$ cat src/rtl/alu_exec_pkg.sv
// Shared definitions for the multi-cycle ALU execute unit: selection codes,
// FSM state encoding and shift-code classification.
package alu_exec_pkg;

    localparam logic [3:0] ALU_ADD  = 4'b0000;
    localparam logic [3:0] ALU_AND  = 4'b0001;
    localparam logic [3:0] ALU_OR   = 4'b0010;
    localparam logic [3:0] ALU_XOR  = 4'b0011;
    localparam logic [3:0] ALU_SLL  = 4'b0100;
    localparam logic [3:0] ALU_SRL  = 4'b0101;
    localparam logic [3:0] ALU_SLT  = 4'b0110;
    localparam logic [3:0] ALU_SLTU = 4'b0111;
    localparam logic [3:0] ALU_ADDI = 4'b1001;
    localparam logic [3:0] ALU_SRA  = 4'b1010;
    localparam logic [3:0] ALU_SUB  = 4'b1110;

    typedef enum logic [1:0] {
        IDLE  = 2'd0,
        SHIFT = 2'd1,
        DONE  = 2'd2
    } state_t;

    function automatic logic is_shift(input logic [3:0] code);
        return (code == ALU_SLL) || (code == ALU_SRL) || (code == ALU_SRA);
    endfunction

endpackage

$ cat src/rtl/alu_exec_if.sv
// Request/response bundle between the ID/EX register (master) and the
// execute unit (slave), with valid/ready on both sides.
interface alu_exec_if #(
    parameter int XLEN = 32,
    parameter int SHW  = $clog2(XLEN)
);
    logic            in_valid;
    logic            in_ready;
    logic [3:0]      alu_sel;
    logic            shift_r;
    logic            shift_i;
    logic [XLEN-1:0] op_a;
    logic [XLEN-1:0] op_b;
    logic [SHW-1:0]  imm_shamt;
    logic            out_valid;
    logic            out_ready;
    logic [XLEN-1:0] result;
    logic            zero;
    logic            illegal;
    logic            busy;

    modport master (
        output in_valid, alu_sel, shift_r, shift_i, op_a, op_b, imm_shamt, out_ready,
        input  in_ready, out_valid, result, zero, illegal, busy
    );

    modport slave (
        input  in_valid, alu_sel, shift_r, shift_i, op_a, op_b, imm_shamt, out_ready,
        output in_ready, out_valid, result, zero, illegal, busy
    );
endinterface

$ cat src/rtl/alu_exec_comb.sv
// Single-cycle, purely combinational part of the ALU: add/sub, logic ops,
// compares and detection of undefined selection codes.
module alu_exec_comb
    import alu_exec_pkg::*;
#(
    parameter int XLEN = 32
) (
    input  logic [3:0]      code,
    input  logic [XLEN-1:0] a,
    input  logic [XLEN-1:0] b,
    output logic [XLEN-1:0] result,
    output logic            illegal
);

    always_comb begin
        // NOTE: every output gets a default first so no path through the case infers a latch.
        result  = '0;
        illegal = 1'b0;
        case (code)
            ALU_ADD, ALU_ADDI: result = a + b;
            ALU_SUB:           result = a - b;
            ALU_AND:           result = a & b;
            ALU_OR:            result = a | b;
            ALU_XOR:           result = a ^ b;
            ALU_SLT:           result = {{(XLEN-1){1'b0}}, $signed(a) < $signed(b)};
            ALU_SLTU:          result = {{(XLEN-1){1'b0}}, a < b};
            // Shifts are defined codes but are produced by the shifter in the top.
            ALU_SLL, ALU_SRL, ALU_SRA: result = '0;
            default:           illegal = 1'b1;
        endcase
    end

endmodule

$ cat src/rtl/alu_exec_unit.sv
// EX-stage execute unit: one-cycle logic ops, iterative shifts over a
// valid/ready handshake. Define ALU_EXEC_BARREL_EN for single-cycle shifts.
module alu_exec_unit
    import alu_exec_pkg::*;
#(
    parameter int XLEN            = 32,
    parameter int SHIFT_PER_CYCLE = 1
) (
    input  logic       clk,
    input  logic       rst_n,
    alu_exec_if.slave  bus
);

    localparam int SHW = $clog2(XLEN);
    localparam logic [SHW:0] SPC = (SHW+1)'(SHIFT_PER_CYCLE);

`ifdef ALU_EXEC_BARREL_EN
    localparam bit BARREL = 1'b1;
`else
    localparam bit BARREL = 1'b0;
`endif

    state_t          state;
    logic [XLEN-1:0] work_q;
    logic [SHW-1:0]  amt_q;
    logic [3:0]      code_q;
    logic            fill_q;
    logic [XLEN-1:0] result_q;
    logic            zero_q;
    logic            illegal_q;
    logic            out_valid_q;
    logic            busy_q;
    logic            in_ready_q;

    logic [XLEN-1:0] comb_result;
    logic            comb_illegal;
    logic [SHW-1:0]  shamt;
    logic            sel_shift;
    logic            go_shift;
    logic [XLEN-1:0] accept_result;
    logic [SHW:0]    step;
    logic [SHW-1:0]  rem_next;
    logic [XLEN-1:0] shifted;

    // SRA fill comes from the captured sign bit, not from the working register.
    function automatic logic [XLEN-1:0] shift_by(input logic [3:0]      code,
                                                 input logic [XLEN-1:0] a,
                                                 input logic [SHW:0]    amt,
                                                 input logic            fill);
        logic [XLEN-1:0] srl;
        logic [XLEN-1:0] mask;
        srl  = a >> amt;
        mask = ~({XLEN{1'b1}} >> amt);
        case (code)
            ALU_SLL: return a << amt;
            ALU_SRA: return srl | (fill ? mask : '0);
            default: return srl;
        endcase
    endfunction

    alu_exec_comb #(.XLEN(XLEN)) u_comb (
        .code    (bus.alu_sel),
        .a       (bus.op_a),
        .b       (bus.op_b),
        .result  (comb_result),
        .illegal (comb_illegal)
    );

    always_comb begin
        shamt     = bus.shift_i ? bus.imm_shamt : bus.op_b[SHW-1:0];
        sel_shift = is_shift(bus.alu_sel);
        go_shift  = sel_shift && !BARREL && (shamt != '0);
        if (!sel_shift)
            accept_result = comb_result;
        else if (BARREL)
            accept_result = shift_by(bus.alu_sel, bus.op_a, {1'b0, shamt}, bus.op_a[XLEN-1]);
        else
            accept_result = bus.op_a;

        step     = ({1'b0, amt_q} > SPC) ? SPC : {1'b0, amt_q};
        rem_next = amt_q - step[SHW-1:0];
        shifted  = shift_by(code_q, work_q, step, fill_q);
    end

    always_ff @(posedge clk or negedge rst_n) begin
        // NOTE: every register, including the datapath ones, is reset so an abandoned op leaves nothing behind.
        if (!rst_n) begin
            state       <= IDLE;
            work_q      <= '0;
            amt_q       <= '0;
            code_q      <= '0;
            fill_q      <= 1'b0;
            result_q    <= '0;
            zero_q      <= 1'b0;
            illegal_q   <= 1'b0;
            out_valid_q <= 1'b0;
            busy_q      <= 1'b0;
            in_ready_q  <= 1'b1;
        end else begin
            // NOTE: non-blocking assignments here so all state updates see pre-edge values.
            case (state)
                IDLE: begin
                    if (bus.in_valid && in_ready_q) begin
                        busy_q     <= 1'b1;
                        in_ready_q <= 1'b0;
                        illegal_q  <= comb_illegal;
                        if (go_shift) begin
                            state  <= SHIFT;
                            work_q <= bus.op_a;
                            amt_q  <= shamt;
                            code_q <= bus.alu_sel;
                            fill_q <= bus.op_a[XLEN-1];
                        end else begin
                            state       <= DONE;
                            out_valid_q <= 1'b1;
                            result_q    <= accept_result;
                            zero_q      <= (accept_result == '0);
                        end
                    end
                end
                SHIFT: begin
                    work_q <= shifted;
                    amt_q  <= rem_next;
                    if (rem_next == '0) begin
                        state       <= DONE;
                        out_valid_q <= 1'b1;
                        result_q    <= shifted;
                        zero_q      <= (shifted == '0);
                    end
                end
                DONE: begin
                    if (bus.out_ready) begin
                        state       <= IDLE;
                        out_valid_q <= 1'b0;
                        busy_q      <= 1'b0;
                        in_ready_q  <= 1'b1;
                    end
                end
                default: state <= IDLE;
            endcase
        end
    end

    assign bus.in_ready  = in_ready_q;
    assign bus.out_valid = out_valid_q;
    assign bus.result    = result_q;
    assign bus.zero      = zero_q;
    assign bus.illegal   = illegal_q;
    assign bus.busy      = busy_q;

endmodule

$ cat src/flat_wrapper.sv
// flat-port wrapper written by rule: the top's interface ports become plain ports
module alu_exec_unit_flat import alu_exec_pkg::*;
#(
    parameter int XLEN            = 32,
    parameter int SHIFT_PER_CYCLE = 1
)
  (clk, rst_n, bus_in_valid, bus_alu_sel, bus_shift_r, bus_shift_i, bus_op_a, bus_op_b, bus_imm_shamt, bus_out_ready, bus_in_ready, bus_out_valid, bus_result, bus_zero, bus_illegal, bus_busy);
  alu_exec_if #(.XLEN(XLEN)) bus_i ();
  input  logic clk;
  input  logic rst_n;
  input wire logic [$bits(bus_i.in_valid)-1:0] bus_in_valid;
  input wire logic [$bits(bus_i.alu_sel)-1:0] bus_alu_sel;
  input wire logic [$bits(bus_i.shift_r)-1:0] bus_shift_r;
  input wire logic [$bits(bus_i.shift_i)-1:0] bus_shift_i;
  input wire logic [$bits(bus_i.op_a)-1:0] bus_op_a;
  input wire logic [$bits(bus_i.op_b)-1:0] bus_op_b;
  input wire logic [$bits(bus_i.imm_shamt)-1:0] bus_imm_shamt;
  input wire logic [$bits(bus_i.out_ready)-1:0] bus_out_ready;
  output wire logic [$bits(bus_i.in_ready)-1:0] bus_in_ready;
  output wire logic [$bits(bus_i.out_valid)-1:0] bus_out_valid;
  output wire logic [$bits(bus_i.result)-1:0] bus_result;
  output wire logic [$bits(bus_i.zero)-1:0] bus_zero;
  output wire logic [$bits(bus_i.illegal)-1:0] bus_illegal;
  output wire logic [$bits(bus_i.busy)-1:0] bus_busy;
  assign bus_i.in_valid = bus_in_valid;
  assign bus_i.alu_sel = bus_alu_sel;
  assign bus_i.shift_r = bus_shift_r;
  assign bus_i.shift_i = bus_shift_i;
  assign bus_i.op_a = bus_op_a;
  assign bus_i.op_b = bus_op_b;
  assign bus_i.imm_shamt = bus_imm_shamt;
  assign bus_i.out_ready = bus_out_ready;
  assign bus_in_ready = bus_i.in_ready;
  assign bus_out_valid = bus_i.out_valid;
  assign bus_result = bus_i.result;
  assign bus_zero = bus_i.zero;
  assign bus_illegal = bus_i.illegal;
  assign bus_busy = bus_i.busy;
  alu_exec_unit #(.XLEN(XLEN), .SHIFT_PER_CYCLE(SHIFT_PER_CYCLE)) u_core (.clk(clk), .rst_n(rst_n), .bus(bus_i));
endmodule
$ cat config.mk
export PLATFORM = sky130hd
export DESIGN_NAME = alu_exec_unit_flat
export DESIGN_NICKNAME = d
export VERILOG_FILES = /design/src/rtl/alu_exec_pkg.sv /design/src/rtl/alu_exec_if.sv /design/src/rtl/alu_exec_comb.sv /design/src/rtl/alu_exec_unit.sv /design/src/flat_wrapper.sv
export SDC_FILE = /design/constraint.sdc
export NUM_CORES = 1
export LEC_CHECK = 0
export ABC_AREA = 1
export BUFFER_PORTS_ARGS = -buffer_cell sky130_fd_sc_hd__buf_2
export CAP_MARGIN = 40
export CELL_PAD_IN_SITES_DETAIL_PLACEMENT = 1
export CELL_PAD_IN_SITES_GLOBAL_PLACEMENT = 2
export CORE_UTILIZATION = 32
export CTS_BUF_LIST = sky130_fd_sc_hd__clkbuf_16
export DETAILED_ROUTE_END_ITERATION = 8
export PLACE_DENSITY_LB_ADDON = 0.1
export SYNTH_ARGS = -nofsm -noshare
export SYNTH_HDL_FRONTEND = slang
export SYNTH_SLANG_ARGS = --single-unit
$ cat constraint.sdc
create_clock -name clk -period 2.25 [get_ports clk]
set_clock_uncertainty 0.1 [all_clocks]
set_input_delay 0.3375 -clock clk [delete_from_list [all_inputs] [get_ports clk]]
set_output_delay 0.3375 -clock clk [all_outputs]
set_load 0.1 [all_outputs]
## After elaboration in Yosys (flattened, before gate mapping)

Cells that the tools add are included.

- Add/subtract/negate cells: 3
- Magnitude comparators: 3
- Eq/ne operators: 19
- Shift-type cells: 3
- Multiplexer cells: 36
- Bitwise gates (word level): 5
- Reductions and logical operators: 22

Operators by type and width:

| operator | count |
|---|---|
| 2-to-1 mux 32 bit | 7 |
| one-hot mux 32 bit (7 select lines) | 1 |
| one-hot mux 32 bit (2 select lines) | 3 |
| logical NOT 32 bit | 2 |
| less-than comparator 32 bit | 2 |
| bitwise OR 32 bit | 2 |
| adder 32 bit | 1 |
| bitwise AND 32 bit | 1 |
| NOT 32 bit | 1 |
| << shifter 32 x 6 -> 32 bit | 1 |
| right shift 32 x 6 -> 32 bit | 1 |
| right shift 32 x 6 -> 32 bit, first input constant | 1 |
| subtractor 32 bit | 1 |
| XOR 32 bit | 1 |
| == test 4 x 3 -> 1 bit, second input constant | 5 |
| 2-to-1 mux 5 bit | 4 |
| == test 4 bit, second input constant | 4 |
| AND reduction 3 bit | 4 |
| 2-to-1 mux 1 bit | 11 |
| OR reduction 11 bit | 1 |
| one-hot mux 5 bit (2 select lines) | 1 |
| == test 4 x 2 -> 1 bit, second input constant | 2 |
| 2-to-1 mux 2 bit | 4 |
| inequality test 2 x 1 -> 1 bit, second input constant | 3 |
| 21 further kinds | 27 |

- Register bits after elaboration: 81
- Input port bits: 79
- Output and inout bits: 37
- Logic and storage cells: 102

## Depth between registers and ports, before layout

- Word-level depth: 10
- Mapped depth: 21
- Mapped depth without buffers: 20

## Hierarchy

From an unflattened synthesis, not the netlist that was laid out.

- Cells, all modules: 2125
- Area, all modules: 11933.9 µm²

Modules (own cells, without submodules):

| module | times used | cells each | area each (µm²) | sequential area each (µm²) |
|---|---|---|---|---|
| alu_exec_comb | 1 | 1303 | 6416.2 | 0.0 |
| alu_exec_unit | 1 | 822 | 5517.8 | 2028.2 |

## Least setup slack after synthesis

OpenSTA, ideal clock, no wires.

- Kind: input -> register
- From: in bus_op_a[0]
- To: reg u_core.zero_q, in the netlist u_core.bus.zero
- Setup time: 0.078 ns
- Arrival time: 2.186 ns
- Slack: -0.113 ns
- Cell stages on the path: 20
- Cells stage by stage: inv_1 ha_1 fa_1 inv_1 nand2_1 nand2_1 nand2_1 nand2_2 nand2_2 nand2_1 nand2_1 nand3_1 nand2_1 inv_1 nand3_1 nor2_1 nand3_1 nor2_1 nand4_1 a21oi_1

- Longest elaborated chain between the ends: 7
- Elaborated cells between the ends (all ways): 13
- Classes of those cells: add/sub: 2; order compare: 2; mux: 5; bitwise: 3; reduce/logical: 1

RTL lines:

| element | line | text |
|---|---|---|
| start, declared | flat_wrapper.sv:15 | `input wire logic [$bits(bus_i.op_a)-1:0] bus_op_a;` |
| subtractor 32 bit, or another cell as far along | alu_exec_comb.sv:21 | `ALU_SUB: result = a - b;` |
| one-hot mux 32 bit (7 select lines) | alu_exec_comb.sv:19 | `case (code)` |
| 2-to-1 mux 32 bit * | alu_exec_unit.sv:73 | `if (!sel_shift)` |
| logical NOT 32 bit * | alu_exec_unit.sv:117 | `zero_q <= (accept_result == '0);` |
| 2-to-1 mux 1 bit * | alu_exec_unit.sv:107 | `if (go_shift) begin` |
| 2-to-1 mux 1 bit * | alu_exec_unit.sv:103 | `if (bus.in_valid && in_ready_q) begin` |
| one-hot mux 1 bit (2 select lines) * | alu_exec_unit.sv:101 | `case (state)` |
| end signal, assigned | alu_exec_unit.sv:117 |  |
| end signal, assigned | alu_exec_unit.sv:128 | `zero_q <= (shifted == '0);` |
| end, declared | alu_exec_unit.sv:29 | `logic zero_q;` |

Mark *: on every way between the ends. The rest lies on a longest branch, timed or not. The select of a mux whose other input is x is not followed.
A chain may end at the register's enable or synchronous reset.

## Final worst setup path

- From: in bus_op_b[13]
- To: reg u_core.zero_q, in the netlist u_core.bus.zero

- Longest elaborated chain between the ends: 7
- Elaborated cells between the ends (all ways): 13
- Classes of those cells: add/sub: 2; order compare: 2; mux: 5; bitwise: 3; reduce/logical: 1

RTL lines:

| element | line | text |
|---|---|---|
| start, declared | flat_wrapper.sv:16 | `input wire logic [$bits(bus_i.op_b)-1:0] bus_op_b;` |
| subtractor 32 bit, or another cell as far along | alu_exec_comb.sv:21 |  |
| one-hot mux 32 bit (7 select lines) * | alu_exec_comb.sv:19 |  |
| 2-to-1 mux 32 bit * | alu_exec_unit.sv:73 |  |
| logical NOT 32 bit * | alu_exec_unit.sv:117 |  |
| 2-to-1 mux 1 bit * | alu_exec_unit.sv:107 |  |
| 2-to-1 mux 1 bit * | alu_exec_unit.sv:103 |  |
| one-hot mux 1 bit (2 select lines) * | alu_exec_unit.sv:101 |  |

Marks and branches as above.

==> impl_metrics.prom <==
# TYPE chip_impl_metric gauge
chip_impl_metric{name="gp_congestion",unit=""} 1.04
chip_impl_metric{name="cp_max_stage_delay",unit="ns"} 0.25
chip_impl_metric{name="per_instance_average_area_after_synthesis",unit="µm²"} 5.79
chip_impl_metric{name="timing.final.hold_violations",unit=""} 0
chip_impl_metric{name="yosys_warnings",unit=""} 0
chip_impl_info{name="critPathTopFamily",value="simple AND/OR/NAND/NOR gates"} 1
chip_impl_metric{name="power.switching_fraction",unit=""} 0.548
chip_impl_metric{name="final_period_minus_worst_setup_slack",unit="ns"} 2.76
chip_impl_metric{name="tightest_slew",unit="ns"} 0.654
chip_impl_info{name="hold-path-endpoint",value="u_core.state[1]"} 1
chip_impl_metric{name="p_switching",unit="mW"} 9.53
chip_impl_metric{name="mappedNetlistNets",unit=""} 2183
chip_impl_metric{name="final.setup.worst_slack",unit="ns"} -0.514
chip_impl_metric{name="route.final.wire_length",unit="mm"} 75.1
chip_impl_metric{name="syn-instance-count",unit=""} 1988
chip_impl_metric{name="dr_total_vias",unit=""} 17300
chip_impl_info{name="cts_root_buffer",value="clkbuf_16"} 1
chip_impl_info{name="end_kind",value="register"} 1
chip_impl_metric{name="first_global_vias",unit=""} 17700
chip_impl_metric{name="dieHeight",unit="µm"} 192
chip_impl_metric{name="worst_hold_path.num_cells",unit=""} 2
chip_impl_metric{name="final.setup.tns",unit="ns"} -11.38
chip_impl_metric{name="critical_path_buf_inv_count",unit=""} 7
chip_impl_info{name="yosys-top-cells-area",value="nand2_1 (20%), dfrtp_1 (17%), ha_1 (12%)"} 1
chip_impl_metric{name="syn_to_final_growth",unit="%"} 86.3
chip_impl_info{name="critical-path-slowest-cell",value="nand4_1"} 1
chip_impl_metric{name="final_min_period_over_clock_period",unit=""} 1.23
chip_impl_info{name="holdCritStartpoint",value="bus_out_ready"} 1
chip_impl_metric{name="post_drt_via_cell_ratio",unit=""} 5.40
chip_impl_metric{name="synth-edff-count",unit=""} 0
chip_impl_metric{name="cell_internal_pwr",unit="mW"} 7.85
chip_impl_metric{name="powerDensity",unit="nW/µm²"} 811
chip_impl_metric{name="clkPwrFrac",unit=""} 0.085
chip_impl_metric{name="die-area",unit="µm²"} 36700
chip_impl_metric{name="synth_sequential_area_ratio",unit=""} 0.176
chip_impl_metric{name="groute.usage.overall",unit=""} 0.373
chip_impl_metric{name="wire_length_of_the_first_global_routing_pass",unit="mm"} 103
chip_impl_metric{name="power",unit="mW"} 17.4
chip_impl_metric{name="drt-pass1-iter-count",unit=""} 7
chip_impl_metric{name="required",unit="ns"} 2.42
chip_impl_metric{name="placement.setup.worst_slack",unit="ns"} -1.23
chip_impl_info{name="synthMostInstantiatedCell",value="nand2_1"} 1
chip_impl_metric{name="sequential_share_of_power",unit=""} 0.160
chip_impl_info{name="rsz0062_at_grt",value="true"} 1
chip_impl_metric{name="drt_drc_violations_left",unit=""} 0
chip_impl_metric{name="grt_antenna_before_repair",unit=""} 1
chip_impl_metric{name="layout.filler_cells",unit=""} 4524
chip_impl_metric{name="pin_count_of_the_biggest_net_entering_global_routing",unit=""} 37
chip_impl_info{name="critPathMostFrequentCell",value="buf_4"} 1
chip_impl_info{name="timing.setup.critical_path_class",value="input pin to register"} 1
chip_impl_info{name="violations",value="negative setup slack"} 1
chip_impl_info{name="yosys_most_used_dff",value="dfrtp_1"} 1
chip_impl_metric{name="p_comb_frac",unit=""} 0.755
chip_impl_info{name="crit_chain",value="buf_2 > inv_2 > buf_4 > buf_4 > ha_1 > inv_2 > nand2_4 > buf_4 > nand2_2 > nand2_2 > a21oi_4 > buf_4 > nand3_1 > nand3_2 > nand4_1 > nor2_4 > nand2_2 > nor2_2 > nand4_1 > a21oi_2"} 1
chip_impl_metric{name="floorplan.initialDensity",unit=""} 0.324
chip_impl_metric{name="vdd_drop_max",unit="mV"} 1.64
chip_impl_info{name="tritoncts",value="done"} 1
chip_impl_info{name="synth.top_cells.by_count",value="nand2_1 (613), inv_1 (371), nor2_1 (194)"} 1
chip_impl_metric{name="cts_inserted_buffers",unit=""} 9
chip_impl_info{name="regToRegStartpoint",value="u_core.amt_q[2]"} 1
chip_impl_metric{name="placeableCoreArea",unit="µm²"} 35500
chip_impl_info{name="outcome",value="finished with violations"} 1
chip_impl_metric{name="reg2reg_setup_slack",unit="ns"} -0.37
chip_impl_metric{name="grt_remaining_overflow",unit=""} 0
chip_impl_info{name="timing.critical_path.from_type",value="input pin"} 1
chip_impl_metric{name="port_buffers",unit=""} 114
chip_impl_metric{name="worst-r2r-cell-count",unit=""} 17
chip_impl_metric{name="drt.antenna.violating_nets",unit=""} 0
chip_impl_metric{name="ctsHtreeMaxLevel",unit=""} 3
chip_impl_info{name="synth_top_cell_by_area",value="nand2_1"} 1
chip_impl_metric{name="drt-wirelength-per-cell",unit="µm"} 23.4
chip_impl_info{name="hold_path_class",value="input pin to register"} 1
chip_impl_metric{name="layout.nets",unit=""} 2929
chip_impl_metric{name="max_freq",unit="GHz"} 0.362
chip_impl_metric{name="ioPinCount",unit=""} 116
chip_impl_metric{name="cts_sinks",unit=""} 81
chip_impl_metric{name="die_wd",unit="µm"} 192
chip_impl_metric{name="max_slew_margin",unit=""} 0.564
chip_impl_metric{name="fp-row-count",unit=""} 69
chip_impl_info{name="reg2reg_to",value="u_core.bus.result[7]"} 1
chip_impl_metric{name="clkTransAtPathRegs",unit="ns"} 0.06
chip_impl_metric{name="finalMaxSlewViolations",unit=""} 0
chip_impl_metric{name="static-leakage-power",unit="nW"} 11.3
chip_impl_metric{name="yosysUniqueCellTypes",unit=""} 46
chip_impl_metric{name="final_layout_size_suffix_gt1_frac",unit=""} 0.525
chip_impl_metric{name="dp_hpwl",unit="mm"} 55.1
chip_impl_metric{name="synthArstFlopShare",unit=""} 1.00
chip_impl_metric{name="cts-root-to-sink-buffers",unit=""} 2
chip_impl_metric{name="critical_path.max_fanout",unit=""} 2
chip_impl_metric{name="max-cap-violations",unit=""} 0
chip_impl_metric{name="clk-insertion-delay-late",unit="ns"} 0.34
chip_impl_metric{name="synth_largest_type_area_fraction",unit=""} 0.200
chip_impl_metric{name="initialDrtViolationCount",unit=""} 1099
chip_impl_metric{name="setup_viol",unit=""} 36
chip_impl_metric{name="synth_seq_cells",unit=""} 81
chip_impl_metric{name="syn_area",unit="µm²"} 11500
chip_impl_metric{name="arrival",unit="ns"} 2.93
## power groups by stage
stage | combinational [mW] | clock, mW | sequential [mW]
final | 13.1 | 1.47 | 2.78
after detailed placement | 10.2 | 0 | 2.67
after global placement | 9.97 | 0 | 2.65
after floorplan | 3.92 | 0 | 5.00
after CTS | 11.5 | 1.48 | 2.67
after global routing | 13.8 | 1.55 | 2.81
## layer usage
layer | up-vias | part of all wire | global-route usage
met5 | - | 0 | 0
met4 | 0 | 0.065 | 0.192
met3 | 273 | 0.048 | 0.0338
met2 | 626 | 0.49 | 0.663
met1 | 8533 | 0.40 | 0.445
li1 | 7845 | - | -
## timing repair
item | CTS | global route
setup endpoints to repair | 33 | 67
hold buffers | 1 | 0
setup buffers | 84 | 45
cloned | 2 | 3
pin swaps | 176 | 167
resized for setup | 558 | 334
endpoints found under the hold margin | 34 | 0
## state kept, by name, indices dropped and copies added, names as in the netlist
register / count
u_core.amt_q: 5
u_core.bus.out_valid: 1
u_core.state: 2
u_core.work_q: 32
u_core.bus.in_ready: 1
u_core.bus.illegal: 1
u_core.code_q: 4
u_core.bus.zero: 1
u_core.bus.busy: 1
u_core.bus.result: 32
u_core.fill_q: 1
## layout make-up
cell class / count / area (µm²) / share of cell area
Antenna cell: 1 / 2.50 / 0.000117
Tap cell: 461 / 577 / 0.0269
Multi-Input combinational cell: 1451 / 10300 / 0.481
Timing Repair Buffer: 813 / 6740 / 0.314
Inverter: 378 / 1490 / 0.0694
Clock buffer: 9 / 225 / 0.0105
Clock inverter: 7 / 62.6 / 0.00292
Sequential cell: 81 / 2030 / 0.0947
## worst max-delay path by stage
stage                       startpoint               to  slack, ns  depth (start not counted)
final                     bus_op_b[13]  u_core.bus.zero      -0.51                         20
after global routing       bus_op_a[1]  u_core.bus.zero      -0.54                         18
after CTS                  bus_op_b[0]  u_core.bus.zero      -0.32                         20
after detailed placement   bus_op_b[6]  u_core.bus.zero      -1.23                         21
after global placement    bus_op_b[20]  u_core.bus.zero      -1.21                         21
after floorplan           bus_op_b[10]  u_core.bus.zero      -0.02                         18
## placed cells by master, fill, tap and decap left out, types with 11 or more instances in the layout
cell,count
buf_2,91
o22ai_1,23
inv_1,254
nand3_2,42
buf_8,15
a21oi_1,36
a21oi_2,21
buf_12,24
nand3_1,97
buf_4,579
o21ai_0,48
o221ai_1,37
nor2_2,36
ha_2,11
nand2_2,148
dfrtp_1,80
nand3_4,19
ha_4,33
ha_1,70
o211ai_1,20
nor2_4,69
nand2_4,64
a31oi_1,32
inv_2,103
nand2_1,404
nor2_1,97
buf_6,99
nand4_1,47
inv_4,14
clkbuf_16,12
a221oi_1,13
## worst register-to-register path, cell delays in order (launching register included)
cell and delay [ns]:
dfrtp_1 0.42, nor2_4 0.19, buf_6 0.12, buf_6 0.08
buf_6 0.09, nand2_4 0.04, nand2_4 0.09, ha_4 0.15
inv_4 0.04, o31ai_4 0.22, nand3_2 0.13, buf_6 0.14
nor2_4 0.10, nand2_4 0.11, clkinv_8 0.12, buf_12 0.15
nor2_1 0.06, a31oi_1 0.18
## logic make-up after synthesis
family | synth area share
xor gates and xnor gates | 0.00228
buffers and inverters | 0.159
AOI/OAI and AO/OA | 0.146
adders and majority gates | 0.127
and+or+nand+nor | 0.390
DFF | 0.176
## per-stage QoR
step | util | instances | hold slack (ns) | area (µm²)
floorplan | - | 1988 | -0.0581 | 11700
global placement | 0.477 | 3058 | 0.240 | 16900
detailed placement | 0.477 | 3058 | 0.238 | 16900
CTS | 0.561 | 3158 | 0.105 | 19900
global route | 0.604 | 3201 | 0.0974 | 21400
finish | 0.604 | 3201 | 0.0948 | 21400
No activity file was read; power rests on OpenSTA's default activity.
